==> src/rtl/uart_tx.sv <==
// UART transmitter: start, DATA_WIDTH data bits LSB first, optional parity, stop bit(s),
// with an internal bit timer. Define UART_TX_STOP2_EN to send two stop bits per frame.
module uart_tx #(
  parameter int DATA_WIDTH = 8,
  parameter int PRESC_W    = 5
) (
  input  logic                  clk,
  input  logic                  rst,
  input  logic [DATA_WIDTH-1:0] P_DATA,
  input  logic                  DATA_VALID,
  input  logic                  PAR_EN,
  input  logic                  PAR_TYP,
  input  logic [PRESC_W-1:0]    Prescale,
  output logic                  TX_OUT,
  output logic                  busy
);

  localparam int BIT_W = (DATA_WIDTH > 1) ? $clog2(DATA_WIDTH) : 1;
  localparam logic [BIT_W-1:0] LAST_BIT = BIT_W'(DATA_WIDTH - 1);

  typedef enum logic [2:0] {
    S_IDLE,
    S_START,
    S_DATA,
    S_PARITY,
    S_STOP
`ifdef UART_TX_STOP2_EN
    , S_STOP2
`endif
  } state_e;

  state_e                  state_q;
  logic [PRESC_W-1:0]      edge_cnt_q;
  logic [BIT_W-1:0]        bit_cnt_q;
  logic                    tx_q;
  logic                    busy_q;

  logic [DATA_WIDTH-1:0]   shift_q;
  logic [DATA_WIDTH-1:0]   shift_d;
  logic [PRESC_W-1:0]      presc_q;
  logic                    par_en_q;
  logic                    par_bit_q;

  logic [PRESC_W-1:0]      presc_eff;
  logic                    bit_end;
  logic                    last_stop;
  logic                    accept;

  function automatic logic parity_bit(input logic [DATA_WIDTH-1:0] data, input logic odd);
    parity_bit = (^data) ^ odd;
  endfunction

  always_comb begin
    presc_eff = (Prescale == '0) ? PRESC_W'(1) : Prescale;
    bit_end   = (edge_cnt_q == (presc_q - PRESC_W'(1)));
    shift_d   = shift_q >> 1;
`ifdef UART_TX_STOP2_EN
    last_stop = (state_q == S_STOP2);
`else
    last_stop = (state_q == S_STOP);
`endif
    // A frame can start from idle or be chained onto the final stop-bit cycle.
    accept    = DATA_VALID && ((state_q == S_IDLE) || (last_stop && bit_end));
  end

  // Control FSM: state, bit timer, bit counter and the registered line outputs.
  always_ff @(posedge clk or posedge rst) begin
    if (rst) begin
      state_q    <= S_IDLE;
      edge_cnt_q <= '0;
      bit_cnt_q  <= '0;
      tx_q       <= 1'b1;
      busy_q     <= 1'b0;
    end else if (accept) begin
      state_q    <= S_START;
      edge_cnt_q <= '0;
      bit_cnt_q  <= '0;
      tx_q       <= 1'b0;
      busy_q     <= 1'b1;
    end else if (state_q == S_IDLE) begin
      edge_cnt_q <= '0;
      bit_cnt_q  <= '0;
      tx_q       <= 1'b1;
      busy_q     <= 1'b0;
    end else if (!bit_end) begin
      edge_cnt_q <= edge_cnt_q + PRESC_W'(1);
    end else begin
      edge_cnt_q <= '0;
      case (state_q)
        S_START: begin
          state_q <= S_DATA;
          tx_q    <= shift_q[0];
        end
        S_DATA: begin
          if (bit_cnt_q == LAST_BIT) begin
            bit_cnt_q <= '0;
            if (par_en_q) begin
              state_q <= S_PARITY;
              tx_q    <= par_bit_q;
            end else begin
              state_q <= S_STOP;
              tx_q    <= 1'b1;
            end
          end else begin
            bit_cnt_q <= bit_cnt_q + BIT_W'(1);
            tx_q      <= shift_d[0];
          end
        end
        S_PARITY: begin
          state_q <= S_STOP;
          tx_q    <= 1'b1;
        end
`ifdef UART_TX_STOP2_EN
        S_STOP: begin
          state_q <= S_STOP2;
          tx_q    <= 1'b1;
        end
`endif
        default: begin
          state_q <= S_IDLE;
          tx_q    <= 1'b1;
          busy_q  <= 1'b0;
        end
      endcase
    end
  end

  // Frame shadow registers: captured on accept so input changes mid-frame are ignored.
  always_ff @(posedge clk) begin
    if (accept) begin
      shift_q   <= P_DATA;
      presc_q   <= presc_eff;
      par_en_q  <= PAR_EN;
      par_bit_q <= parity_bit(P_DATA, PAR_TYP);
    end else if ((state_q == S_DATA) && bit_end) begin
      shift_q   <= shift_d;
    end
  end

  assign TX_OUT = tx_q;
  assign busy   = busy_q;

endmodule

==> config.mk <==
export PLATFORM = sky130hd
export DESIGN_NAME = uart_tx
export DESIGN_NICKNAME = d
export VERILOG_FILES = /design/src/rtl/uart_tx.sv
export SDC_FILE = /design/constraint.sdc
export NUM_CORES = 1
export LEC_CHECK = 0
export BUFFER_PORTS_ARGS = -buffer_cell sky130_fd_sc_hd__buf_2
export CAP_MARGIN = 5
export CORE_ASPECT_RATIO = 0.6
export CORE_MARGIN = 2
export CORE_UTILIZATION = 60
export CTS_CLUSTER_DIAMETER = 60
export CTS_CLUSTER_SIZE = 30
export DETAILED_ROUTE_END_ITERATION = 6
export PLACE_DENSITY = 0.86
export SKIP_LAST_GASP = 1
export SYNTH_ARGS = -nofsm -noshare
export SYNTH_HDL_FRONTEND = slang
export SYNTH_SLANG_ARGS = --single-unit
==> constraint.sdc <==
create_clock -name clk -period 5.4 [get_ports clk]
set_clock_uncertainty 0.15 [all_clocks]
set_input_delay 1.08 -clock clk [delete_from_list [all_inputs] [get_ports clk]]
set_output_delay 1.08 -clock clk [all_outputs]
set_load 0.02 [all_outputs]
== Word-level counts from Yosys, hierarchy flattened ==
Cells that the tools add are included.
Storage, ports and cells
  register bits after elaboration: 28
Cells by class
  add/sub/neg operators: 3
  reduce and logical (&&, ||, !) cells: 15
  equal/unequal tests: 9
  bitwise gates (word level): 1
  muxes and demuxes: 26
Operator list (number)
  3-bit 2-to-1 mux: 10
  8-bit 2-to-1 mux: 2
  5-bit 2-to-1 mux: 3
  1-bit 2-to-1 mux: 9
  3-bit one-hot mux with 3 select lines: 1
  8-bit XOR reduction: 1
  3-bit by 2-bit equality test with 1-bit output (second input constant): 2
  3-bit equality test (second input constant): 2
  3-bit nonzero test: 2
  5-bit by 1-bit adder with 5-bit output (second input constant): 1
  5-bit equality test: 1
  5-bit logical NOT: 1
  5-bit by 1-bit subtractor with 5-bit output (second input constant): 1
  2-bit AND reduction: 2
  2-bit nonzero test: 2
  3-bit by 1-bit adder with 3-bit output (second input constant): 1
  3-bit by 1-bit equality test with 1-bit output (second input constant): 1
  1-bit logical AND: 3
  3-bit logical NOT: 1
  3-bit by 1-bit inequality test with 1-bit output (second input constant): 1
  3-bit inequality test (second input constant): 1
  3-bit AND reduction: 1
  3-bit OR reduction: 1
  2-bit inequality test (second input constant): 1
  3 further kinds: 3

== Longest topological paths before layout ==
Gate-level depths: netlist of the first run.
  word-level depth: 7
  gate-level depth with buffers: 8

== Least setup slack after synthesis of the first run ==
No wires, ideal clock.
  path kind: register -> register
  start point: reg presc_q[0]
  end point: reg shift_q[0], enable pin
  required time: 4.875 ns
  library setup time: 0.375 ns
  cell stages (with the launch flop): 9
  slack: 2.896 ns
  arrival time: 1.979 ns
  cell sequence: edfxtp_1 inv_1 ha_1 xnor2_1 a211oi_2 o311ai_4 a21oi_4 buf_6 o21bai_1
Between the ends
  longest elaborated chain between the ends: 6
  elaborated cells between the ends (all ways): 7
Ends and longest elaborated chain
  from (decl): line 40  | logic [PRESC_W-1:0] presc_q;
  from (signal assigned): line 132  | presc_q <= presc_eff;
  5-bit by 1-bit subtractor with 5-bit output: line 55  | bit_end = (edge_cnt_q == (presc_q - PRESC_W'(1)));
  5-bit equality test: line 55
  1-bit logical AND: line 63  | accept = DATA_VALID && ((state_q == S_IDLE) || (last_stop && bit_end));
  1-bit logical OR: line 63
  1-bit logical AND: line 63
  named net accept: line 47  | logic accept;
  2-bit nonzero test (no source line)
  to (signal assigned): line 136  | shift_q <= shift_d;
  to (decl): line 38  | logic [DATA_WIDTH-1:0] shift_q;
The timed path passes the listed nets, and every way through them passes these cells.
A chain may end at the register's enable or synchronous reset.

== Worst setup path after layout of the first run ==
  start point: reg presc_q[0]
  end point: reg shift_q[1], enable pin
Between the ends
  longest elaborated chain between the ends: 6
  elaborated cells between the ends (all ways): 7
Ends and longest elaborated chain (line)
  5-bit by 1-bit subtractor with 5-bit output (*): 55
  5-bit equality test (*): 55
  1-bit logical AND: 63
  1-bit logical OR: 63
  1-bit logical AND: 63
  2-bit nonzero test (no source line) (*)
Mark *: on every way between the ends. The rest lies on a longest branch, timed or not.

==> results.md, run 1 <==
- Antenna diode instance count: 0
- Area used by multi-input combinational logic: ~640 um2
- Horizontal die dimension: 68.3 um
- Global placer's final weighted congestion: roughly 0.8
- DP Wirelength: just over 2 mm
- Instance count along the most critical hold path: 2
- Top fanout value on the critical path: 21
- Post-cts repair resize count: 0
- Buffers inserted during post-CTS setup optimization: 0
- Hold path start: TX_OUT
- Global-route wire length before repair: ~4.4 mm
- Synth Net Count: roughly 150
- Row count: 13
- Wirelength, routed: 2.69 mm
- Crit-path slowest cell: a21oi_4
- Worst endpoint data arrival time: roughly 2900 ps
- Time the worst path needs with I/O delays and setup: 3080 ps
- Sum Neg Setup Slack: 0 ps
- Tightest slew margin relative to the limit: 48.6%
- Number of nets at the end of the flow: 167
- R2R Setup Slk: ~2300 ps
- Synth async-reset ratio: around 46%
- Gr ovfl total: 0
- Data required time of the worst path: ~5200 ps
- Largest net degree at the start of global routing: 22
- Final setup violating endpoints: 0
- Setup repair after global routing missed its margin: false
- Post-route core utilization: between 70 and 80%
- Clock sink count: 28
- Main area contributors after synthesis: edfxtp_1 30%, dfrtp_1 20%, xnor2_1 5.9%
- Initial drt markers: 56
- Cell Pwr Density: roughly 450 nW/um2
- Vias in the first global route: 974
- All-layer global routing usage: approximately a fifth
- Initial cell density of the core: around two thirds
- Hold Path Sink: TX_OUT
- Peak supply drop: 0.264 mV
- Register-to-Register Path Depth: 7
- Area of the placeable core: between 2000 and 2500 um2
- Final clock period utilization by the worst path: approximately 57%
- Leading cell type by number of instances after synthesis: edfxtp_1
- Yosys warning total: 0
- Outcome: completed
- Top cells by instance count after synthesis: 15 x edfxtp_1, 12 x dfrtp_1, 10 x inv_1, 10 x xnor2_1, 9 x nand2_1
- Sequential cell area: between 700 and 800 um2
- Critical path startpoint category: flip-flop
- Maximum capacitance violations: 0
- DRT Pass-1 Iters: 4
- Reg2reg end: shift_q[1]
- Source of the critical timing path: presc_q[0]
- Worst reg2reg path startpoint: presc_q[0]
- Sequential cell area fraction in the yosys report: between 50% and 60%
- Number of I/O pins: 20
- Initial antenna violation count: 0
- Post-CTS clock slew at the launch and capture registers of the worst setup and hold paths: roughly 100 ps
- Clock Tree Root: clkbuf_8
- Vias after detailed routing: just under 1000
- Combined area of all synthesized cells: roughly 1500 um2
- Number of H-tree levels: 1
- Maximum buffer depth of the clock tree: 2
- CTS tree: built
- Setup Crit Path Kind: flip-flop to flip-flop
- Max Transition Viols Final: 0
- Floorplan die area: 2910 um2
- Routed len/inst: 15.4 um
- Fin. Hold Viols: 0
- Die H: between 40 and 50 um
- Count of cell types in the netlist: 36
- Maximum cell stage delay along the critical path: between 600 and 700 ps
- Number of port buffers: 19
- Leak pwr: between 0.6 and 0.7 nW
- Crit. End Element: flip-flop
- Signed area change from the synthesized netlist to the final layout: 11.1%
- Number of synthesized flops with an enable pin: 15
- Via density per instance: 5.57
- Class of the tightest hold or removal check: flip-flop to flip-flop
- Layout cells sized above 1: 23.6%
- Synth Area per Inst: between 10 and 15 um2
- Most common flop cell mapped by yosys: edfxtp_1
- Drc violations: 0
- Largest area contributor in the synthesized netlist: edfxtp_1
- CTS buffer count: 3
- Crit-path cells: inv_1 > ha_1 > nand4bb_1 > a211oi_2 > o311ai_4 > a21oi_4 > o21bai_1
- Gate count after technology mapping: 129
- Worst-Margin Slew: about 770 ps
- Remaining antenna violation count: 0
- Number of storage elements in the synthesis netlist: 28
- Skew-Pair Late Insertion Delay: ~280 ps
- Post-synth top area share: 30.3%
- Hold buffer count at CTS: 0
- Fill count: 166
- Highest clock rate: about 330 MHz
-- layout by cell type, fill, tap and decap left out, types with 3 or more instances in the layout --
| cell type | count |
|---|---|
| mux2_2 | 5 |
| nand2_1 | 9 |
| ha_1 | 4 |
| xor2_1 | 7 |
| nor3_1 | 5 |
| buf_2 | 19 |
| dfrtp_1 | 12 |
| clkbuf_8 | 3 |
| edfxtp_1 | 15 |
| nand3_1 | 5 |
| o21ai_0 | 3 |
| xnor2_1 | 10 |
| nor2_1 | 8 |
| inv_1 | 10 |
-- cell families after synthesis --
group	after synthesis	share of synthesized area [%]
AOI/OAI and AO/OA	19	11.2
muxes	9	7.14
DFF	28	52.2
adders and majority gates	4	3.36
xor gates and xnor gates	17	10.0
and+or+nand+nor	34	11.0
buffers and inverters	18	5.13
-- critical path: cells and delay by family (launching register included) --
| family | cells | cell delay [ps] |
|---|---|---|
| buffers and inverters | 1 | 80 |
| adders and majority gates | 1 | 230 |
| AOI/OAI and AO/OA | 4 | 1690 |
| DFF | 1 | 440 |
| and+or+nand+nor | 1 | 140 |
-- sequential cells by signal, indices dropped and copies added, names as in the netlist --
name	cells
TX_OUT	1
bit_cnt_q	3
busy	1
edge_cnt_q	5
par_bit_q	1
par_en_q	1
presc_q	5
shift_q	8
state_q	3
-- stage by stage --
step / setup slack, ps / std cells / hold slack (ps) / total power [W] / cell area, um2
final: 2320 / 174 / 325 / 0.000747 / 1650
after global routing: 2170 / 174 / 349 / 0.000794 / 1650
after CTS: 2320 / 174 / 329 / 0.000747 / 1650
after detailed placement: 2350 / 170 / 305 / 0.000582 / 1580
after global placement: 2510 / 170 / 304 / 0.000562 / 1580
after floorplan: 2900 / 129 / 323 / 0.000527 / 1490
-- routing by layer --
metal | track usage (%) | routed length (um) | vias to the layer above
li1 | - | - | 481
met1 | 28.1 | 1230 | 459
met2 | 35.1 | 1300 | 27
met3 | 5.65 | 142 | 3
met4 | 3.60 | 17 | 0
met5 | 0 | 0 | -
-- layout make-up --
cell class                 instances  area share, %
inverter                          10           2.27
sequential                        28           47.0
timing repair buffer              19           5.75
clock inverter                     1           1.82
tap                               30           2.27
multi-input combinational         83           38.4
clock buffer                       3           2.50
-- where the power goes --
part           internal [W]  leakage [nW]  switching (W)  total, W
clock network     0.0000994        0.0357      0.0000681  0.000168
logic              0.000102         0.347       0.000135  0.000237
registers          0.000289         0.303      0.0000531  0.000342
total              0.000490         0.686       0.000257  0.000747
-- how the worst max path moves through the flow --
stage,end,slack (ps),depth (start not counted)
after floorplan,shift_q[0],2900,8
after global placement,shift_q[7],2510,7
after detailed placement,shift_q[7],2350,7
after CTS,shift_q[2],2320,7
after global routing,shift_q[2],2170,7
final,shift_q[1],2320,7
Power figures use the tool's default switching activity.
==> inputs of run 2 (changes only) <==
--- a/config.mk
+++ b/config.mk
@@ -9,11 +9,11 @@
 export CAP_MARGIN = 5
 export CORE_ASPECT_RATIO = 0.6
 export CORE_MARGIN = 2
-export CORE_UTILIZATION = 60
+export CORE_UTILIZATION = 51
 export CTS_CLUSTER_DIAMETER = 60
 export CTS_CLUSTER_SIZE = 30
 export DETAILED_ROUTE_END_ITERATION = 6
-export PLACE_DENSITY = 0.86
+export PLACE_DENSITY = 0.78
 export SKIP_LAST_GASP = 1
 export SYNTH_ARGS = -nofsm -noshare
 export SYNTH_HDL_FRONTEND = slang
==> constraint.sdc (replaced) <==
create_clock -name clk -period 2.75 [get_ports clk]
set_clock_uncertainty 0.15 [all_clocks]
set_input_delay 0.55 -clock clk [delete_from_list [all_inputs] [get_ports clk]]
set_output_delay 0.55 -clock clk [all_outputs]
set_load 0.02 [all_outputs]
==> results.md, run 2 (synthesis gave the netlist of run 1 again) <==
- Routed wl met2: 1.21 mm
- R2R Setup Slk: 210 ps
- Dpl cell area: approximately 1600 um2
- Via density per instance: roughly 5.4
- All-layer global routing usage: approximately 17%
- Top fanout value on the critical path: 8
- Power after layout: ~0.0014 W
- Top routing layer in use: met4
- Setup Crit Path Kind: flip-flop to flip-flop
- Maximum cell stage delay along the critical path: around 440 ps
- DRT Pass-1 Iters: 4
- Crit-path slowest cell: edfxtp_1
- Global-route wire length before repair: 4.30 mm
- CTS buffer count: 3
- Fill count: 224
- Cell Pwr Density: between 800 and 900 nW/um2
- Die H: approximately 46 um
- Hold buffer count at CTS: 0
- Vias in the first global route: 942
- Largest net degree at the start of global routing: 16
- Biggest register: shift_q
- Buffer and inverter count on the worst path: 2
- Highest clock rate: roughly 390 MHz
- Skew-Pair Late Insertion Delay: approximately 280 ps
- Post-CTS clock slew at the launch and capture registers of the worst setup and hold paths: about 90 ps
- Commonest non-fill, non-tap cell in the layout: buf_2
- Horizontal die dimension: 73.8 um
- Number of H-tree levels: 1
- Peak supply drop: around 0.47 mV
- Setup WS post-layout: approximately 210 ps
- Wirelength, routed: roughly 2.6 mm
- M1 WL: between 1 and 1.5 mm
- Clock sink count: 28
- Sequential cell area: 777 um2
- Worst-Margin Slew: roughly 510 ps
- Initial antenna violation count: 0
- Final clock period utilization by the worst path: between 90 and 100%
- Fin. Hold Viols: 0
- Initial cell density of the core: 52.9%
- Crit-path cells: inv_1 > ha_1 > nand4bb_1 > a211oi_2 > o311ai_4 > a21oi_4 > buf_4 > mux2_2
- Flip-flop count of the largest register after layout: 8
- Row count: 15
- Leak pwr: 0.692 nW
- Data required time of the worst path: around 2600 ps
- Routed wl met3: 95 um
- Area used by multi-input combinational logic: roughly 640 um2
- Critical path startpoint category: flip-flop
- Setup slack after placement: approximately 120 ps
- Sum Neg Setup Slack: 0 ps
- Reg2reg end: shift_q[1]
- Worst endpoint data arrival time: between 2000 and 2500 ps
- Final setup violating endpoints: 0
- Biggest regs: shift_q (8), edge_cnt_q (5), presc_q (5)
- Number of I/O pins: 20
- Floorplan die area: approximately 3400 um2
- Setup repair after global routing missed its margin: false
- Routed len/inst: about 14 um
- Crit. End Element: flip-flop
- Time the worst path needs with I/O delays and setup: 2540 ps
- Global placer's final weighted congestion: between 0.7 and 0.8
- Antenna diode instance count: 0
- Layout cells sized above 1: 25.2%
- Register-to-Register Path Depth: 8
- Maximum capacitance violations: 0
- Finished layout cell area: 1660 um2
- Tightest slew margin relative to the limit: between 60% and 70%
- Drc violations: 0
- Crit path max-delay family: compound AO/OA/AOI/OAI gates
- Number of port buffers: 19
- Commonest non-fill, non-tap cells in the layout: 19 x buf_2, 15 x edfxtp_1, 12 x dfrtp_1
- Number of nets at the end of the flow: 170
- Signed area change from the synthesized netlist to the final layout: 11.4%
- Worst hold slack: around 130 ps
- DP Wirelength: 1.97 mm
- Initial drt markers: 73
- Worst reg2reg path startpoint: presc_q[0]
- Class of the tightest hold or removal check: input port to asynchronous set/reset pin
- Maximum buffer depth of the clock tree: 2
- CTS tree: built
- Clock Tree Root: clkbuf_8
- Remaining antenna violation count: 0
- Gr ovfl total: 0
- Outcome: completed
- Area of the placeable core: 2820 um2
- Max Transition Viols Final: 0
- Vias after detailed routing: 975
## run 2: area by class of cell
cell class                      count  area share (%)
Sequential cell                    28            46.8
Clock buffer                        4            2.71
Inverter                           10            2.26
Timing Repair Buffer               22            7.09
Multi-Input combinational cell     83            38.5
Tap cell                           34            2.56
## run 2: worst register-to-register path, cell delays in order (launching register included)
cell and delay (ps):
edfxtp_1 440, inv_1 90, ha_1 220, nand4bb_1 140, a211oi_2 320, o311ai_4 200, a21oi_4 190, buf_4 200
mux2_2 350
## run 2: metal layers
layer / vias up / global-route usage [%]
met3: 3 / 5.31
li1: 485 / -
met5: - / 0
met1: 471 / 22.3
met2: 16 / 30.0
met4: 0 / 3.27
## run 2: how the worst max path moves through the flow
stage | from | slack, ps | cells past startpoint | endpoint
2_1_floorplan | presc_q[0] | 250 | 8 | shift_q[0]
5_1_grt | presc_q[0] | 90 | 8 | shift_q[1]
3_5_place_dp | presc_q[0] | 120 | 6 | shift_q[5]
4_1_cts | presc_q[0] | 110 | 6 | shift_q[0]
6_report | presc_q[0] | 210 | 8 | shift_q[1]
3_3_place_gp | presc_q[0] | 310 | 6 | shift_q[7]
## run 2: repair_timing
action                                  in CTS  in global routing
endpoints found under the setup margin       0                  8
gates resized for setup                      0                  1
buffers inserted                             0                  0
## run 2: where the power goes
part	leakage, nW	switching [W]	internal, W	total (W)
sequential	0.303	0.000107	0.000568	0.000674
combinational	0.367	0.000258	0.000211	0.000470
clock	0.0228	0.000127	0.000104	0.000231
## run 2: stage by stage
| step | utilization (%) | instances |
|---|---|---|
| after CTS | 58.8 | 181 |
| after global placement | 57.2 | 177 |
| after global routing | 58.9 | 181 |
| after detailed placement | 57.2 | 177 |
| after floorplan | - | 129 |
| final | 58.9 | 181 |
==> inputs of run 3 (changes only) <==
--- a/config.mk
+++ b/config.mk
@@ -13,7 +13,7 @@
 export CTS_CLUSTER_DIAMETER = 60
 export CTS_CLUSTER_SIZE = 30
 export DETAILED_ROUTE_END_ITERATION = 6
-export PLACE_DENSITY = 0.78
+export PLACE_DENSITY = 0.75
 export SKIP_LAST_GASP = 1
 export SYNTH_ARGS = -nofsm -noshare
 export SYNTH_HDL_FRONTEND = slang
==> constraint.sdc (replaced) <==
create_clock -name clk -period 2.75 [get_ports clk]
set_clock_uncertainty 0.15 [all_clocks]
set_input_delay 0.1375 -clock clk [delete_from_list [all_inputs] [get_ports clk]]
set_output_delay 0.1375 -clock clk [all_outputs]
set_load 0.02 [all_outputs]
==> results.md, run 3 (synthesis gave the netlist of run 1 again) <==
- Buffers inserted during post-CTS setup optimization: 0
- Global placer's final weighted congestion: between 0.7 and 0.8
- Floorplan die area: between 3000 and 4000 um2
- Row count: 15
- CTS buffer count: 3
- Commonest non-fill, non-tap cell in the layout: buf_2
- Remaining antenna violation count: 0
- Top fanout value on the critical path: 7
- DP Wirelength: ~2 mm
- Time the worst path needs with I/O delays and setup: roughly 2600 ps
- Via density per instance: 5.41
- Antenna diode instance count: 0
- Worst reg2reg path startpoint: presc_q[0]
- Final clock period utilization by the worst path: between 90% and 100%
- Gr ovfl total: 0
- Maximum cell stage delay along the critical path: between 400 and 500 ps
- Die H: 45.9 um
- All-layer global routing usage: a little under a fifth
- Maximum buffer depth of the clock tree: 2
- Drc violations: 0
- Highest clock rate: between 300 and 400 MHz
- Setup Crit Path Kind: flip-flop to flip-flop
- Setup slack after placement: approximately 150 ps
- Number of H-tree levels: 1
- Cell Pwr Density: 839 nW/um2
- Hold path start: P_DATA[7]
- Crit-path cells: inv_1 > ha_1 > nand4bb_1 > a211oi_2 > o311ai_4 > a21oi_4 > buf_4 > mux2_2
- Skew-Pair Late Insertion Delay: 270 ps
- Area of the placeable core: ~2800 um2
- Initial antenna violation count: 0
- Worst-Margin Slew: roughly 500 ps
- R2R Setup Slk: 200 ps
- DRT Pass-1 Iters: 4
- Vias after detailed routing: 1018
- Signed area change from the synthesized netlist to the final layout: 17.9%
- Crit-path slowest cell: edfxtp_1
- CTS tree: built
- Max Transition Viols Final: 0
- Flip-flop count of the largest register after layout: 8
- Sum Neg Setup Slack: 0 ps
- Peak supply drop: between 0.4 and 0.5 mV
- Number of port buffers: 19
- Clock sink count: 28
- Initial cell density of the core: between 50% and 60%
- Commonest non-fill, non-tap cells in the layout: 19 x buf_2, 15 x edfxtp_1, 12 x dfrtp_1
- Biggest regs: shift_q (8), edge_cnt_q (5), presc_q (5)
- Critical path startpoint category: flip-flop
- Largest net degree at the start of global routing: 17
- Global-route wire length before repair: ~4.5 mm
- Number of nets at the end of the flow: roughly 180
- Clock Tree Root: clkbuf_8
- Maximum capacitance violations: 0
- Class of the tightest hold or removal check: input port to flip-flop
- Outcome: completed
- Vias in the first global route: just under 1000
- Horizontal die dimension: roughly 74 um
- Data required time of the worst path: 2630 ps
- Layout cells sized above 1: approximately 25%
- Fin. Hold Viols: 0
- Biggest register: shift_q
- Wirelength, routed: approximately 2.7 mm
- Crit. End Element: flip-flop
- Final setup violating endpoints: 0
- Routed len/inst: 14.2 um
- Setup WS post-layout: approximately 200 ps
- Source of the critical timing path: presc_q[0]
- Initial drt markers: between 60 and 70
- Tightest slew margin relative to the limit: 66.1%
- Setup repair after global routing missed its margin: false
- Leak pwr: 0.734 nW
- Number of I/O pins: 20
- Worst endpoint data arrival time: 2430 ps
- Post-CTS clock slew at the launch and capture registers of the worst setup and hold paths: approximately 90 ps
==> run 3: cell types whose count changed in the layout (fill, tap and decap cells not counted) <==
cell           delta
dlygate4sd3_1     +7
clkbuf_1          -1
bufinv_16         +1
==> run 3: path summary, 6_finish.rpt <==
check	endpoint	depth (start not counted)
worst max-delay path	shift_q[1]	8
worst min register to register	TX_OUT	2
worst min-delay path	shift_q[7]	2
min in group asynchronous	edge_cnt_q[4]	3
worst max register to register	shift_q[1]	8
max in group asynchronous	TX_OUT	3
==> run 3: power breakdown <==
group          switching [W]  internal, W  total [W]
registers           0.000105     0.000568   0.000673
logic               0.000264     0.000218   0.000482
clock network       0.000124     0.000195   0.000319
total               0.000493     0.000981    0.00147
==> run 3: area by class of cell <==
type | instances | area (um2)
clock buffers | 3 | 41.3
inverters | 10 | 37.5
clock inverters | 1 | 30.0
multi-input cells | 83 | 639
repair buffers | 29 | 188
well taps | 34 | 42.5
flip-flops and latches | 28 | 777
fillers | 219 | 1060
==> run 3: worst max-delay path: cells and delay by family, from the launching register on <==
| kind | cells | cell delay (ps) |
|---|---|---|
| AO/OA/AOI/OAI | 3 | 730 |
| adder cells (fa/ha/maj) | 1 | 220 |
| buffers and inverters | 2 | 270 |
| flip-flops | 1 | 430 |
| multiplexers | 1 | 350 |
| AND/OR/NAND/NOR | 1 | 140 |
==> run 3: timing repair <==
action                                  CTS  global route
hold endpoints to repair                 18             0
hold buffers                              7             0
resized for setup                         0             1
endpoints found under the setup margin    0             8
==> run 3: per-layer routing <==
metal | global-route usage [%] | wire length (um)
met1 | 24.5 | 1220
met2 | 30.0 | 1280
met3 | 5.09 | 148
met4 | 6.55 | 28
met5 | 0 | 0
==> run 3: metrics by stage <==
| stage | cells | area (um2) | power (W) | hold slack, ps | utilization, % |
|---|---|---|---|---|---|
| floorplan | 129 | 1490 | 0.00103 | -136 | - |
| global placement | 177 | 1610 | 0.00112 | 23.6 | 57.2 |
| detailed placement | 177 | 1610 | 0.00116 | 50.5 | 57.2 |
| CTS | 188 | 1750 | 0.00148 | 17.1 | 62.2 |
| global route | 188 | 1760 | 0.00158 | 20.3 | 62.4 |
| finish | 188 | 1760 | 0.00147 | 17.9 | 62.4 |
